### src/rtl/axi4l_mem_master.sv
// AXI4-Lite load/store master for the mriscvcore execute stage.
// Takes one load or store per transaction. Builds byte strobes and lane-replicated
// write data, and returns load data extended with sign or zero.
// Reports misalignment, bus error responses and a response timeout.
module axi4l_mem_master #(
  parameter int DATA_W  = 32,
  parameter int ADDR_W  = 32,
  parameter int TIMEOUT = 255
) (
  input  logic                clk,
  input  logic                rstn,
  input  logic                enable,
  input  logic                W_R,
  input  logic [1:0]          wordsize,
  input  logic                signo,
  input  logic [ADDR_W-1:0]   addr,
  input  logic [DATA_W-1:0]   wdata,
  input  logic [2:0]          prot,
  output logic [DATA_W-1:0]   rdata,
  output logic                busy,
  output logic                done,
  output logic                misaligned,
  output logic                bus_err,
  output logic                timeout_err,
  output logic [ADDR_W-1:0]   AWaddr,
  output logic                AWvalid,
  output logic [2:0]          AWprot,
  input  logic                AWready,
  output logic [DATA_W-1:0]   Wdata,
  output logic [DATA_W/8-1:0] Wstrb,
  output logic                Wvalid,
  input  logic                Wready,
  input  logic                Bvalid,
  input  logic [1:0]          Bresp,
  output logic                Bready,
  output logic [ADDR_W-1:0]   ARaddr,
  output logic                ARvalid,
  output logic [2:0]          ARprot,
  input  logic                ARready,
  input  logic                Rvalid,
  input  logic [1:0]          Rresp,
  input  logic [DATA_W-1:0]   Rdata,
  output logic                RReady
);

  localparam int STRB_W  = DATA_W / 8;
  localparam int LANE_W  = $clog2(STRB_W);
  localparam int CNT_RAW = $clog2(TIMEOUT + 1);
  localparam int CNT_W   = (CNT_RAW > 8) ? CNT_RAW : 8;
  localparam logic [CNT_W-1:0] TO_LIMIT = CNT_W'(TIMEOUT);

  typedef enum logic [2:0] {
    S_IDLE  = 3'd0,
    S_WADDR = 3'd1,
    S_WRESP = 3'd2,
    S_RADDR = 3'd3,
    S_RDATA = 3'd4,
    S_DONE  = 3'd5
  } state_t;

  // Strobe pattern for an access of 1<<ws bytes, before the lane shift
  function automatic logic [STRB_W-1:0] strb_base(input logic [1:0] ws);
    case (ws)
      2'b00:   return STRB_W'(8'h01);
      2'b01:   return STRB_W'(8'h03);
      2'b10:   return STRB_W'(8'h0F);
      2'b11:   return STRB_W'(8'hFF);
      default: return STRB_W'(8'h00);
    endcase
  endfunction

  // Copy the right-aligned store value into every lane of its size
  function automatic logic [DATA_W-1:0] replicate(input logic [DATA_W-1:0] wd, input logic [1:0] ws);
    case (ws)
      2'b00:   return {(DATA_W/8){wd[7:0]}};
      2'b01:   return {(DATA_W/16){wd[15:0]}};
      2'b10:   return {(DATA_W/32){wd[31:0]}};
      default: return wd;
    endcase
  endfunction

  // Zero- or sign-extend a right-aligned load field of 1<<ws bytes
  function automatic logic [DATA_W-1:0] extend_load(input logic [DATA_W-1:0] field,
                                                    input logic [1:0] ws, input logic sgn);
    logic [DATA_W-1:0] mask;
    logic              sbit;
    case (ws)
      2'b00:   begin mask = DATA_W'(8'hFF);          sbit = field[7];        end
      2'b01:   begin mask = DATA_W'(16'hFFFF);       sbit = field[15];       end
      2'b10:   begin mask = DATA_W'(32'hFFFF_FFFF);  sbit = field[31];       end
      default: begin mask = {DATA_W{1'b1}};          sbit = field[DATA_W-1]; end
    endcase
    return (field & mask) | ((sgn & sbit) ? ~mask : {DATA_W{1'b0}});
  endfunction

  // Address not a multiple of the access size, or a double access on a 32-bit bus
  function automatic logic is_misaligned(input logic [2:0] a, input logic [1:0] ws);
    case (ws)
      2'b00:   return 1'b0;
      2'b01:   return a[0];
      2'b10:   return |a[1:0];
      2'b11:   return (DATA_W == 32) || (|a[2:0]);
      default: return 1'b1;
    endcase
  endfunction

  state_t              state_q, state_d;
  logic [CNT_W-1:0]    cnt_q, cnt_d;
  logic [LANE_W-1:0]   lane_q, lane_d;
  logic [1:0]          ws_q, ws_d;
  logic                signo_q, signo_d;
  logic [DATA_W-1:0]   rdata_q, rdata_d;
  logic                busy_q, busy_d;
  logic                done_q, done_d;
  logic                mis_q, mis_d;
  logic                berr_q, berr_d;
  logic                terr_q, terr_d;
  logic [ADDR_W-1:0]   aw_addr_q, aw_addr_d;
  logic [ADDR_W-1:0]   ar_addr_q, ar_addr_d;
  logic                aw_valid_q, aw_valid_d;
  logic                ar_valid_q, ar_valid_d;
  logic                w_valid_q, w_valid_d;
  logic                b_ready_q, b_ready_d;
  logic                r_ready_q, r_ready_d;
  logic [2:0]          aw_prot_q, aw_prot_d;
  logic [2:0]          ar_prot_q, ar_prot_d;
  logic [DATA_W-1:0]   w_data_q, w_data_d;
  logic [STRB_W-1:0]   w_strb_q, w_strb_d;

  logic [CNT_W-1:0]    cnt_inc_s;
  logic                timed_out_s;
  logic                aw_pend_s;
  logic                w_pend_s;
  logic                misal_s;
  logic [DATA_W-1:0]   rfield_s;

  // Next-state and next-output computation for the transaction FSM
  always_comb begin
    state_d    = state_q;
    cnt_d      = cnt_q;
    lane_d     = lane_q;
    ws_d       = ws_q;
    signo_d    = signo_q;
    rdata_d    = rdata_q;
    mis_d      = mis_q;
    berr_d     = berr_q;
    terr_d     = terr_q;
    aw_addr_d  = aw_addr_q;
    ar_addr_d  = ar_addr_q;
    aw_valid_d = aw_valid_q;
    ar_valid_d = ar_valid_q;
    w_valid_d  = w_valid_q;
    b_ready_d  = b_ready_q;
    r_ready_d  = r_ready_q;
    aw_prot_d  = aw_prot_q;
    ar_prot_d  = ar_prot_q;
    w_data_d   = w_data_q;
    w_strb_d   = w_strb_q;

    cnt_inc_s   = cnt_q + CNT_W'(1);
    // A dead slave is cut off after TIMEOUT busy cycles; a real handshake in that cycle still wins
    timed_out_s = (TO_LIMIT != {CNT_W{1'b0}}) && (cnt_inc_s == TO_LIMIT);
    aw_pend_s   = aw_valid_q & ~AWready;
    w_pend_s    = w_valid_q & ~Wready;
    misal_s     = is_misaligned(addr[2:0], wordsize);
    rfield_s    = Rdata >> {lane_q, 3'b000};

    case (state_q)
      S_IDLE: begin
        if (enable) begin
          lane_d  = addr[LANE_W-1:0];
          ws_d    = wordsize;
          signo_d = signo;
          cnt_d   = {CNT_W{1'b0}};
          rdata_d = {DATA_W{1'b0}};
          mis_d   = misal_s;
          berr_d  = 1'b0;
          terr_d  = 1'b0;
          if (misal_s) begin
            state_d  = S_DONE;
            w_strb_d = {STRB_W{1'b0}};
            w_data_d = {DATA_W{1'b0}};
          end else if (W_R) begin
            state_d    = S_WADDR;
            aw_valid_d = 1'b1;
            w_valid_d  = 1'b1;
            aw_addr_d  = addr;
            aw_prot_d  = prot;
            w_strb_d   = strb_base(wordsize) << addr[LANE_W-1:0];
            w_data_d   = replicate(wdata, wordsize);
          end else begin
            state_d    = S_RADDR;
            ar_valid_d = 1'b1;
            ar_addr_d  = addr;
            ar_prot_d  = prot;
            w_strb_d   = {STRB_W{1'b0}};
            w_data_d   = {DATA_W{1'b0}};
          end
        end else begin
          state_d = S_IDLE;
        end
      end
      S_WADDR: begin
        cnt_d = cnt_inc_s;
        if (!aw_pend_s && !w_pend_s) begin
          aw_valid_d = 1'b0;
          w_valid_d  = 1'b0;
          b_ready_d  = 1'b1;
          state_d    = S_WRESP;
        end else if (timed_out_s) begin
          aw_valid_d = 1'b0;
          w_valid_d  = 1'b0;
          terr_d     = 1'b1;
          state_d    = S_DONE;
        end else begin
          aw_valid_d = aw_pend_s;
          w_valid_d  = w_pend_s;
        end
      end
      S_WRESP: begin
        cnt_d = cnt_inc_s;
        if (Bvalid) begin
          b_ready_d = 1'b0;
          berr_d    = |Bresp;
          state_d   = S_DONE;
        end else if (timed_out_s) begin
          b_ready_d = 1'b0;
          terr_d    = 1'b1;
          state_d   = S_DONE;
        end else begin
          state_d = S_WRESP;
        end
      end
      S_RADDR: begin
        cnt_d = cnt_inc_s;
        if (ARready) begin
          ar_valid_d = 1'b0;
          r_ready_d  = 1'b1;
          state_d    = S_RDATA;
        end else if (timed_out_s) begin
          ar_valid_d = 1'b0;
          terr_d     = 1'b1;
          state_d    = S_DONE;
        end else begin
          state_d = S_RADDR;
        end
      end
      S_RDATA: begin
        cnt_d = cnt_inc_s;
        if (Rvalid) begin
          r_ready_d = 1'b0;
          berr_d    = |Rresp;
          rdata_d   = (|Rresp) ? {DATA_W{1'b0}} : extend_load(rfield_s, ws_q, signo_q);
          state_d   = S_DONE;
        end else if (timed_out_s) begin
          r_ready_d = 1'b0;
          terr_d    = 1'b1;
          state_d   = S_DONE;
        end else begin
          state_d = S_RDATA;
        end
      end
      S_DONE: begin
        state_d = S_IDLE;
      end
      default: begin
        state_d    = S_IDLE;
        aw_valid_d = 1'b0;
        ar_valid_d = 1'b0;
        w_valid_d  = 1'b0;
        b_ready_d  = 1'b0;
        r_ready_d  = 1'b0;
      end
    endcase

    busy_d = (state_d == S_WADDR) || (state_d == S_WRESP) ||
             (state_d == S_RADDR) || (state_d == S_RDATA);
    done_d = (state_d == S_DONE);
  end

  // State and registered outputs; synchronous active-low reset abandons any transaction
  always_ff @(posedge clk) begin
    if (!rstn) begin
      state_q    <= S_IDLE;
      cnt_q      <= {CNT_W{1'b0}};
      lane_q     <= {LANE_W{1'b0}};
      ws_q       <= 2'b00;
      signo_q    <= 1'b0;
      rdata_q    <= {DATA_W{1'b0}};
      busy_q     <= 1'b0;
      done_q     <= 1'b0;
      mis_q      <= 1'b0;
      berr_q     <= 1'b0;
      terr_q     <= 1'b0;
      aw_addr_q  <= {ADDR_W{1'b0}};
      ar_addr_q  <= {ADDR_W{1'b0}};
      aw_valid_q <= 1'b0;
      ar_valid_q <= 1'b0;
      w_valid_q  <= 1'b0;
      b_ready_q  <= 1'b0;
      r_ready_q  <= 1'b0;
      aw_prot_q  <= 3'b000;
      ar_prot_q  <= 3'b000;
      w_data_q   <= {DATA_W{1'b0}};
      w_strb_q   <= {STRB_W{1'b0}};
    end else begin
      state_q    <= state_d;
      cnt_q      <= cnt_d;
      lane_q     <= lane_d;
      ws_q       <= ws_d;
      signo_q    <= signo_d;
      rdata_q    <= rdata_d;
      busy_q     <= busy_d;
      done_q     <= done_d;
      mis_q      <= mis_d;
      berr_q     <= berr_d;
      terr_q     <= terr_d;
      aw_addr_q  <= aw_addr_d;
      ar_addr_q  <= ar_addr_d;
      aw_valid_q <= aw_valid_d;
      ar_valid_q <= ar_valid_d;
      w_valid_q  <= w_valid_d;
      b_ready_q  <= b_ready_d;
      r_ready_q  <= r_ready_d;
      aw_prot_q  <= aw_prot_d;
      ar_prot_q  <= ar_prot_d;
      w_data_q   <= w_data_d;
      w_strb_q   <= w_strb_d;
    end
  end

  assign rdata       = rdata_q;
  assign busy        = busy_q;
  assign done        = done_q;
  assign misaligned  = mis_q;
  assign bus_err     = berr_q;
  assign timeout_err = terr_q;
  assign AWaddr      = aw_addr_q;
  assign AWvalid     = aw_valid_q;
  assign AWprot      = aw_prot_q;
  assign Wdata       = w_data_q;
  assign Wstrb       = w_strb_q;
  assign Wvalid      = w_valid_q;
  assign Bready      = b_ready_q;
  assign ARaddr      = ar_addr_q;
  assign ARvalid     = ar_valid_q;
  assign ARprot      = ar_prot_q;
  assign RReady      = r_ready_q;

endmodule

### config.mk
export PLATFORM = sky130hd
export DESIGN_NAME = axi4l_mem_master
export DESIGN_NICKNAME = d
export VERILOG_FILES = /design/src/rtl/axi4l_mem_master.sv
export SDC_FILE = /design/constraint.sdc
export NUM_CORES = 1
export LEC_CHECK = 0
export BUFFER_PORTS_ARGS = -buffer_cell sky130_fd_sc_hd__buf_2
export CORE_MARGIN = 2
export CORE_UTILIZATION = 50
export DETAILED_ROUTE_END_ITERATION = 10
export MAX_ROUTING_LAYER = met4
export PLACE_DENSITY = 0.8
export REMOVE_ABC_BUFFERS = 1
export SKIP_LAST_GASP = 1
export SLEW_MARGIN = 40
export SYNTH_ARGS = -nofsm -noshare
export SYNTH_HDL_FRONTEND = slang
export SYNTH_SLANG_ARGS = --single-unit
### constraint.sdc
create_clock -name clk -period 2.31 [get_ports clk]
set_input_delay 0.462 -clock clk [delete_from_list [all_inputs] [get_ports clk]]
set_output_delay 0.462 -clock clk [all_outputs]
set_load 0.02 [all_outputs]
# Word level (Yosys, flattened, before mapping)
# Cells that the tools add are included.
[op_classes] add_sub_neg=1 n_eq_ne=30 n_shift=2 mux=67 n_bitwise=14 reduce_logical=33
[op_table] op="$mux W32" count=8
[op_table] op="$pmux W32 S2" count=3
[op_table] op="$and A32 B32 Y32" count=1
[op_table] op="$not A32 Y32" count=1
[op_table] op="$or A32 B32 Y32" count=1
[op_table] op="$shr A32 B5 Y32" count=1
[op_table] op="$mux W1" count=28
[op_table] op="$mux W3" count=8
[op_table] op="$mux W4" count=6
[op_table] op="$ne A2 B2 Y1 const B" count=12
[op_table] op="$reduce_or A4 Y1" count=5
[op_table] op="$pmux W1 S3" count=6
[op_table] op="$pmux W8 S2" count=1
[op_table] op="$reduce_and A4 Y1" count=4
[op_table] op="$pmux W3 S5" count=1
[op_table] op="$eq A3 B2 Y1 const B" count=4
[op_table] op="$eq A3 B3 Y1 const B" count=4
[op_table] op="$pmux W4 S3" count=1
[op_table] op="$ne A3 B3 Y1 const B" count=3
[op_table] op="$reduce_and A3 Y1" count=3
[op_table] op="$add A8 B1 Y8 const B" count=1
[op_table] op="$eq A8 B8 Y1 const B" count=1
[op_table] op="$mux W8" count=1
[op_table] op="$not A1 Y1" count=8
[op_table] op="other kinds (21)" count=35
[word_totals] ff_bits=164 input_bits=115 out_inout_bits=148 elab_cells=169

# Longest topological paths before layout
# Gate-level depths: netlist of the first run.
[logic_depth] depth_word=10 ltp_mapped=8 depth_no_buf=7

# Worst setup path before layout of the first run
# Ideal clock, no wire load.
[synth_path] path_kind="in2reg" startpoint="input addr[1]" endpoint="register ar_addr_q[27], in the netlist ARaddr[27]" setup_ps=132 arrival_time_ps=1860 t_required_ps=2178 path_slack_ps=317 path_stages=8 n_path_buf=3 path_cell_list="buf_2 > nor3_1 > nor2_1 > or3_1 > clkbuf_1 > clkbuf_1 > nand2_1 > a21oi_1"
[synth_between] elab_chain_len=4
[synth_rtl] element="start: declaration" line_no="16" text="input logic [ADDR_W-1:0] addr,"
[synth_rtl] element="$reduce_or A2 Y1" line_no="101" text="2'b10: return |a[1:0];"
[synth_rtl] element="$pmux W1 S4" line_no="98" text="case (ws)"
[synth_rtl] element="$not A1 Y1 (no source line)"
[synth_rtl] element="$reduce_and A4 Y1 (no source line)"
[synth_rtl] element="end signal: assignment" line_no="296" text="ar_addr_q <= {ADDR_W{1'b0}};"
[synth_rtl] element="end signal: assignment" line_no="319" text="ar_addr_q <= ar_addr_d;"
[synth_rtl] element="end: declaration" line_no="119" text="logic [ADDR_W-1:0] ar_addr_q, ar_addr_d;"
# Every way passes these cells.
# A chain may end at the register's enable or synchronous reset.

# Worst setup path in the final report of the first run
[layout_path] startpoint="register cnt_q[3]" endpoint="register state_q[1]"
[layout_between] elab_chain_len=5 elab_cells_between_ends=9 classes_between="add/sub: 1; eq/ne: 1; mux: 7"
[layout_rtl] element="start: declaration" line_no="108" text="logic [CNT_W-1:0] cnt_q, cnt_d;"
[layout_rtl] element="start signal: assignment" line_no="285" text="cnt_q <= {CNT_W{1'b0}};"
[layout_rtl] element="start signal: assignment" line_no="308" text="cnt_q <= cnt_d;"
[layout_rtl] element="$add A8 B1 Y8 *" line_no="160" text="cnt_inc_s = cnt_q + CNT_W'(1);"
[layout_rtl] element="$eq A8 B8 Y1 *" line_no="162" text="timed_out_s = (TO_LIMIT != {CNT_W{1'b0}}) && (cnt_inc_s == TO_LIMIT);"
[layout_rtl] element="$mux W3 (on tied branches)" line_no="240, 210, 226"
[layout_rtl] element="$mux W3 (on tied branches)" line_no="236, 205, 222"
[layout_rtl] element="$pmux W3 S5 *" line_no="168" text="case (state_q)"
[layout_rtl] element="end signal: assignment" line_no="307" text="state_q <= state_d;"
[layout_rtl] element="end: declaration" line_no="107" text="state_t state_q, state_d;"
# Every way passes the cells marked *; elsewhere a longest branch is shown, timed or not.

==> results of run 1 <==
## cell type report
type | count | area, µm² | share of cell area
Multi-Input combinational cell | 640 | 3760 | 0.398
Inverter | 9 | 33.8 | 0.00357
Timing Repair Buffer | 291 | 1570 | 0.165
Sequential cell | 164 | 3280 | 0.347
Clock buffer | 24 | 492 | 0.0519
Clock inverter | 7 | 96.3 | 0.0102
Tap cell | 184 | 230 | 0.0243
## metrics by stage
step,setup TNS (ps),total power [W],util,area (µm²),hold slack [ps]
2_1_floorplan,-59670,0.00373,-,7060,451
3_3_place_gp,0,0.00424,0.613,8870,438
3_5_place_dp,0,0.00426,0.613,8870,444
4_1_cts,0,0.00706,0.653,9460,274
5_1_grt,0,0.00732,0.654,9470,277
6_report,0,0.00704,0.654,9470,283
## logic make-up after synthesis
logic type      count (synthesis)
simple gates                  334
compound gates                264
flops                         164
buf+inv                        80
mux                            39
fa+ha+maj                       2
xor+xnor                        1
## registers in the layout, summed over array words and instances, names as in the netlist, 2 cells and up
signal and count:
ws_q 2, Wstrb 4, AWprot 3, state_q 3, ARprot 3, ARaddr 32
Wdata 32, AWaddr 32, lane_q 2, rdata 32, cnt_q 8
## power groups by stage
stage	registers, W	clock network (W)	logic, W
2_1_floorplan	0.00320	0	0.000531
3_3_place_gp	0.00307	0	0.00117
3_5_place_dp	0.00308	0	0.00118
4_1_cts	0.00302	0.00285	0.00119
5_1_grt	0.00303	0.00297	0.00131
6_report	0.00302	0.00283	0.00120
## worst paths after layout
path	start	endpoint	slack [ps]
worst max register to register	cnt_q[3]	state_q[1]	220
worst min-delay path	addr[3]	AWaddr[3]	280
worst min register to register	ARaddr[22]	ARaddr[22]	450
worst max-delay path	cnt_q[3]	state_q[1]	220
## layer usage
metal | vias up | wire length, µm | global-route usage | share of wire
met3 | 43 | 1530 | 0.0629 | 0.070
met2 | 295 | 10300 | 0.452 | 0.47
met1 | 3453 | 9330 | 0.341 | 0.43
li1 | 3530 | - | - | -
met5 | - | 0 | - | 0
met4 | 0 | 577 | 0.105 | 0.027
## critical path, stage by stage (launching register included)
cell and delay [ps]:
dfxtp_1 420, a21bo_2 260, a2111oi_0 530, or2_2 350, a2111oi_0 150, o31a_1 260
## layout by cell type, fill, tap and decap left out, drive strengths merged, types with 2 or more instances in the layout
master    count
buf         291
a2111oi       2
and2         18
bufinv        2
o221a         3
a32oi         7
or3b          2
nor3          5
mux2i        36
a31oi         5
nor3b         2
ha            2
o21ai        58
a21o          3
nor2b        47
dfxtp       164
clkbuf       24
or3           4
a21boi       56
a22o         15
inv          10
nor4b         2
nand3b        2
a211o         8
clkinvlp      3
mux4          2
o31ai         3
nand2       213
a22oi        25
and3          3
nand2b        6
o311a         3
nand3        10
nor2         16
o211ai        2
a21oi        62
==> impl_metrics.ini, run 1 <==
[sta]
timing.fmax_mhz = 478
setup_viol = 0
slew_violations = 0
hold_viol = 0
fin_skew_ps = 6.94
layout_min_cycle_time_ps = 2090
worst_pin_slew_ps = 795
fin_crit_sh = 0.906
slew-limit-headroom = 0.468
grt_setup_unrepaired = false
final.setup.worst_slack_ps = 218

[finish]
fillers = 1248
n_antenna_cell = 0
fin_nets = 1240
stdcell_count = 1319
drive_gt1_frac = 0.296
area_growth_pct = 28.3

[setup_path]
reg2reg_depth = 5
start_kind = flop
crit_required_ps = 2620
cp_max_fo = 10
crit_path_end_kind = flop
crit_type = flop to flop
cp.arrival_ps = 2400

[clock_network]
path_clk_slew_ps = 60
numCtsBuffers = 17
cts_max_level = 4
clock_latency_ps = 420
clock-sinks = 164
cts_tree = yes
clock-root-buffer = clkbuf_16
ctsHoldBuffers = 0
max-clock-path-buffers = 2
post_cts_buffers = 0
cts_resized = 0

[pwr]
power.density_nw_per_um2 = 744
p_comb_frac = 0.170
p_clk_frac = 0.402
pwr-share-seq = 0.429
p_switching_w = 0.00195
p_int_w = 0.00509
leakage_nw = 4.17
power.share.switching = 0.277
ir_drop_uv = 502

[logic_synthesis]
yosysSeqAreaShare = 0.445
synth_xor_area_frac = 0.00119
yosysTopAreaCell = dfxtp_1
synthCells = 884
async_flop_share = 0
avgSynthCellArea_um2 = 8.35
ys_top_cells_by_area = dfxtp_1 45%, nand2_1 11%, a21boi_0 5.2%
synth_top_family_by_area = compound AO/OA/AOI/OAI gates
synth_top_area_share = 0.445
synth-seq-cells = 164
synth_common_cells = 213 x nand2_1, 164 x dfxtp_1, 62 x a21oi_1
netlist_area_um2 = 7380
synth_edf_count = 0
synth-compound-area-share = 0.238
yosysWarningCount = 0
synthFlopType = dfxtp_1
synth.distinct_cells = 62
synth_fa_ha_area_frac = 0.00339
synth.most_common_cell = nand2_1
synth-simple-area-share = 0.208
synthMuxAreaShare = 0.0570

[place]
portBuffers = 262
dp.cells = 1288
globalplace.congestion = 0.885
dp_hpwl_um = 15000
detailedPlace.worstSlack_ps = 197

[route]
first_pass_iters = 5
ant_nets = 0
routedWlPerCell_um = 16.5
drc_errors = 0
vias = 7321
drt_iter0_drc = 644
wirelength_um = 21800
viasPerCell = 5.55

[global_route]
first_global_vias = 6918
grt_overflow_total = 0
grt_pass1_wl_um = 34800
antenna_found_initial = 0
grt_max_degree = 55
track_usage = 0.279

[worst_hold_path]
hold_path_depth = 3
hold_class = input port to flop

[run]
drv_cap = 0

[die]
ios = 263
dieArea_um2 = 15700
fp-row-count = 44
die_h_um = 125
core_um2 = 14500
die_w_um = 125
initial_utilization = 0.510

[run_status]
outcome = finished clean
(Power assumes the default switching activity.)
==> run 2: changes to the inputs <==
CORE_UTILIZATION = 40   (was 50)
PLACE_DENSITY = 0.67   (was 0.8)
==> run 2 against run 1 <==
Against the previous run: clock power rose by 6%; via count is 2.2% lower; core utilization fell by 12 points; register-to-register slack about the same; worst setup slack improved by 7.7 ps; largest cell class unchanged; sequential share of layout area fell by 0.45 points; cell count increased by 3.9%.
==> impl_metrics.ini, run 2 (same netlist as run 1, synthesis figures left out) <==
[setup_path]
path_cells = inv_1 > ha_1 > nand3_1 > a2111oi_0 > buf_4 > or2_2 > a2111oi_0 > o31a_1
max_stage_delay_ps = 450
cpMostUsedCell = a2111oi_0
cp_slowest_cell = dfxtp_1
crit_buf_inv = 2
cp_max_fo = 10
crit_type = flop to flop
crit_required_ps = 2670
start_kind = flop
cp.arrival_ps = 2450
cpLargestDelayFamily = compound AO/OA/AOI/OAI gates
crit_path_end_kind = flop

[pwr]
ir_drop_uv = 513
p_clk_frac = 0.417
power.share.switching = 0.284
p_int_w = 0.00517
pwr-share-seq = 0.417
leakage_nw = 4.21
power.density_nw_per_um2 = 753
p_comb_frac = 0.166
power_w = 0.00722
p_switching_w = 0.00205

[sta]
hold_slack_ps = 287
slew-limit-headroom = 0.502
timing.fmax_mhz = 480
hold_viol = 0
grt_setup_unrepaired = false
setup_viol = 0
fin_tns_setup_ps = 0
layout_min_cycle_time_ps = 2080
fin_crit_sh = 0.903
slew_violations = 0
fin_skew_ps = 5.81
worst_pin_slew_ps = 745

[place]
portBuffers = 262
postPlaceCellArea_um2 = 8970
dp.cells = 1338
globalplace.congestion = 0.856
dp_hpwl_um = 15300

[die]
die_h_um = 140
ios = 263
fp-row-count = 49
die_w_um = 140
core_um2 = 18000
dieArea_um2 = 19500
initial_utilization = 0.409

[route]
wirelength_um = 22100
ant_nets = 0
routedWlPerCell_um = 16.1
vias = 7160
drc_errors = 0
first_pass_iters = 5
drt_iter0_drc = 405
viasPerCell = 5.23

[worst_hold_path]
hold_class = input port to flop

[finish]
stdcell_count = 1370
fin_nets = 1245
design_area_um2 = 9590
drive_gt1_frac = 0.301
n_antenna_cell = 0
area_growth_pct = 30.0
final_cell_mix = 262 x buf_2, 213 x nand2_1, 164 x dfxtp_1, 62 x a21oi_1, 58 x o21ai_0
final_common_cell = buf_2

[global_route]
track_usage = 0.227
grt_pass1_wl_um = 35200
first_global_vias = 6811
grt_max_degree = 53
antenna_found_initial = 0
grt_overflow_total = 0

[clock_network]
post_cts_buffers = 0
cts_max_level = 4
ctsHoldBuffers = 0
clock_latency_ps = 410
cts_tree = yes
cts_resized = 0
path_clk_slew_ps = 70
clock-sinks = 164
max-clock-path-buffers = 2
numCtsBuffers = 17
clock-root-buffer = clkbuf_16

[run_status]
outcome = finished clean

[run]
drv_cap = 0
-- run 2: area by class of cell --
| cell class | count | area [µm²] |
|---|---|---|
| well taps | 229 | 287 |
| multi-input cells | 640 | 3760 |
| inverters | 9 | 33.8 |
| flip-flops and latches | 164 | 3280 |
| fillers | 1754 | 8430 |
| clock inverters | 13 | 171 |
| repair buffers | 296 | 1600 |
| clock buffers | 19 | 453 |
-- run 2: worst paths after layout --
kind              slack [ps]  depth (start not counted)       from          to
hold / removal           290                          3    addr[3]   AWaddr[3]
setup reg to reg         230                          8   cnt_q[0]  state_q[1]
hold reg to reg          460                          2  AWaddr[2]   AWaddr[2]
setup / recovery         230                          8   cnt_q[0]  state_q[1]
-- run 2: metrics by stage --
step | worst slack [ps] | utilization
finish | 225 | 0.532
global route | 29.0 | 0.532
CTS | 235 | 0.532
detailed placement | 186 | 0.497
global placement | 244 | 0.497
floorplan | -977 | -
-- run 2: power groups by stage --
stage               clock [W]  combinational [W]  sequential [W]
detailed placement          0            0.00120         0.00307
global placement            0            0.00119         0.00307
finish                0.00301            0.00120         0.00301
global route          0.00320            0.00132         0.00303
floorplan                   0           0.000531         0.00320
CTS                   0.00308            0.00120         0.00301
-- run 2: worst reg2reg max path, stage by stage, from the launching register on --
cell and delay [ps]:
dfxtp_1 450, inv_1 80, ha_1 200, nand3_1 110
a2111oi_0 70, buf_4 150, or2_2 400, a2111oi_0 420
o31a_1 160
-- run 2: routing by layer --
metal / wire length (µm) / up-vias / share of wire / GRT usage
met4: 294 / 0 / 0.013 / 0.0553
met2: 10400 / 245 / 0.47 / 0.366
met1: 9950 / 3350 / 0.45 / 0.288
met3: 1410 / 21 / 0.064 / 0.0540
met5: 0 / - / 0 / -
li1: - / 3544 / - / -
==> run 3: changes to the inputs <==
PLACE_DENSITY = 0.74   (was 0.67)
==> run 3 against run 2 <==
Against the previous run: combinational power about the same; design area down 0.67%; register-to-register slack worse by 90 ps; die area unchanged; clock power about the same; cell count down 0.44%; sequential power about the same; largest power group unchanged; highest routed layer unchanged.
==> impl_metrics.ini, run 3 (same netlist as run 1, synthesis figures left out) <==
[sta]
hold_viol = 0
timing.fmax_mhz = 461
setup_viol = 0
slew_violations = 0
worst_pin_slew_ps = 747
grt_setup_unrepaired = false
fin_skew_ps = 7.70
fin_crit_sh = 0.940
slew-limit-headroom = 0.501
fin_tns_setup_ps = 0
layout_min_cycle_time_ps = 2170

[run_status]
outcome = finished clean

[route]
routedWlPerCell_um = 16.0
drc_errors = 0
wirelength_um = 21900
drt_iter0_drc = 510
ant_nets = 0
viasPerCell = 5.28
first_pass_iters = 5
vias = 7208

[finish]
n_antenna_cell = 0
area_growth_pct = 29.1
stdcell_count = 1364
final_common_cell = buf_2
design_area_um2 = 9530
multi_input_area_um2 = 3760
fillers = 1715
drive_gt1_frac = 0.299
fin_nets = 1239
final_cell_mix = 262 x buf_2, 213 x nand2_1, 164 x dfxtp_1, 62 x a21oi_1, 58 x o21ai_0
final-seq-area_um2 = 3280

[clock_network]
clock-sinks = 164
cts_tree = yes
clock-root-buffer = clkbuf_16
post_cts_buffers = 0
cts_max_level = 4
numCtsBuffers = 17
path_clk_slew_ps = 70
ctsHoldBuffers = 0
clock_latency_ps = 420
cts_resized = 0
max-clock-path-buffers = 2

[pwr]
ir_drop_uv = 530
power.density_nw_per_um2 = 754
leakage_nw = 4.19

[place]
globalplace.congestion = 0.923
dp.cells = 1332
dp_hpwl_um = 15200
portBuffers = 262
postPlaceCellArea_um2 = 8910

[global_route]
first_global_vias = 6757
grt_pass1_wl_um = 34700
grt_overflow_total = 0
antenna_found_initial = 0
grt_max_degree = 48
track_usage = 0.225

[setup_path]
crit_required_ps = 2680
crit_type = flop to flop
crit_path_end_kind = flop
start_kind = flop
cp.arrival_ps = 2540
cp_max_fo = 16

[die]
core_um2 = 18000
initial_utilization = 0.409
die_w_um = 140
die_h_um = 140
dieArea_um2 = 19500
ios = 263
fp-row-count = 49

[worst_hold_path]
hold_class = input port to flop

[run]
drv_cap = 0
==> run 3: changes by cell type in the layout (fill, tap and decap cells not counted) <==
cell	previous run	this run
buf_12	3	2
nor3b_1	2	1
buf_4	31	26
nor3b_2	0	1
clkinv_2	0	3
inv_6	4	5
clkinv_4	1	2
clkinvlp_4	5	1
clkbuf_8	2	1
==> run 3: per-stage QoR <==
stage / total power [W] / hold WS (ps) / setup slack [ps] / utilization
2_1_floorplan: 0.00373 / 451 / -977 / -
3_3_place_gp: 0.00424 / 438 / 201 / 0.494
3_5_place_dp: 0.00425 / 446 / 103 / 0.494
4_1_cts: 0.00723 / 264 / 160 / 0.528
5_1_grt: 0.00750 / 271 / 16.9 / 0.529
6_report: 0.00718 / 278 / 139 / 0.529
==> run 3: where the power goes <==
group	total [W]	switching, W	internal [W]
combinational	0.00117	0.000728	0.000444
sequential	0.00303	0.0000967	0.00294
clock	0.00298	0.00123	0.00175
total	0.00718	0.00206	0.00513
==> run 3: worst max-delay path: stages (launching register included) <==
cell	delay, ps
dfxtp_1	500
mux2i_1	160
mux4_2	490
or3b_1	610
o21ai_0	200
a22o_1	160
==> run 3: metal layers <==
layer	track usage	wire [µm]	up-vias	part of all wire
met5	-	0	-	0
met4	0.0674	375	0	0.017
met3	0.0485	1460	31	0.067
met2	0.357	10400	267	0.47
met1	0.288	9700	3380	0.44
li1	-	-	3530	-
==> run 3: cell type report <==
class	instances	share of cell area
repair buffers	290	0.162
multi-input cells	640	0.395
clock inverters	14	0.0183
flip-flops and latches	164	0.345
inverters	9	0.00355
clock buffers	18	0.0461
well taps	229	0.0301
==> run 3: final timing paths <==
kind | start | end | slack, ps | cells past startpoint
worst max-delay path | lane_q[0] | rdata[20] | 140 | 5
worst min-delay path | addr[11] | AWaddr[11] | 280 | 3
worst min register to register | ARaddr[3] | ARaddr[3] | 450 | 2
worst max register to register | lane_q[0] | rdata[20] | 140 | 5
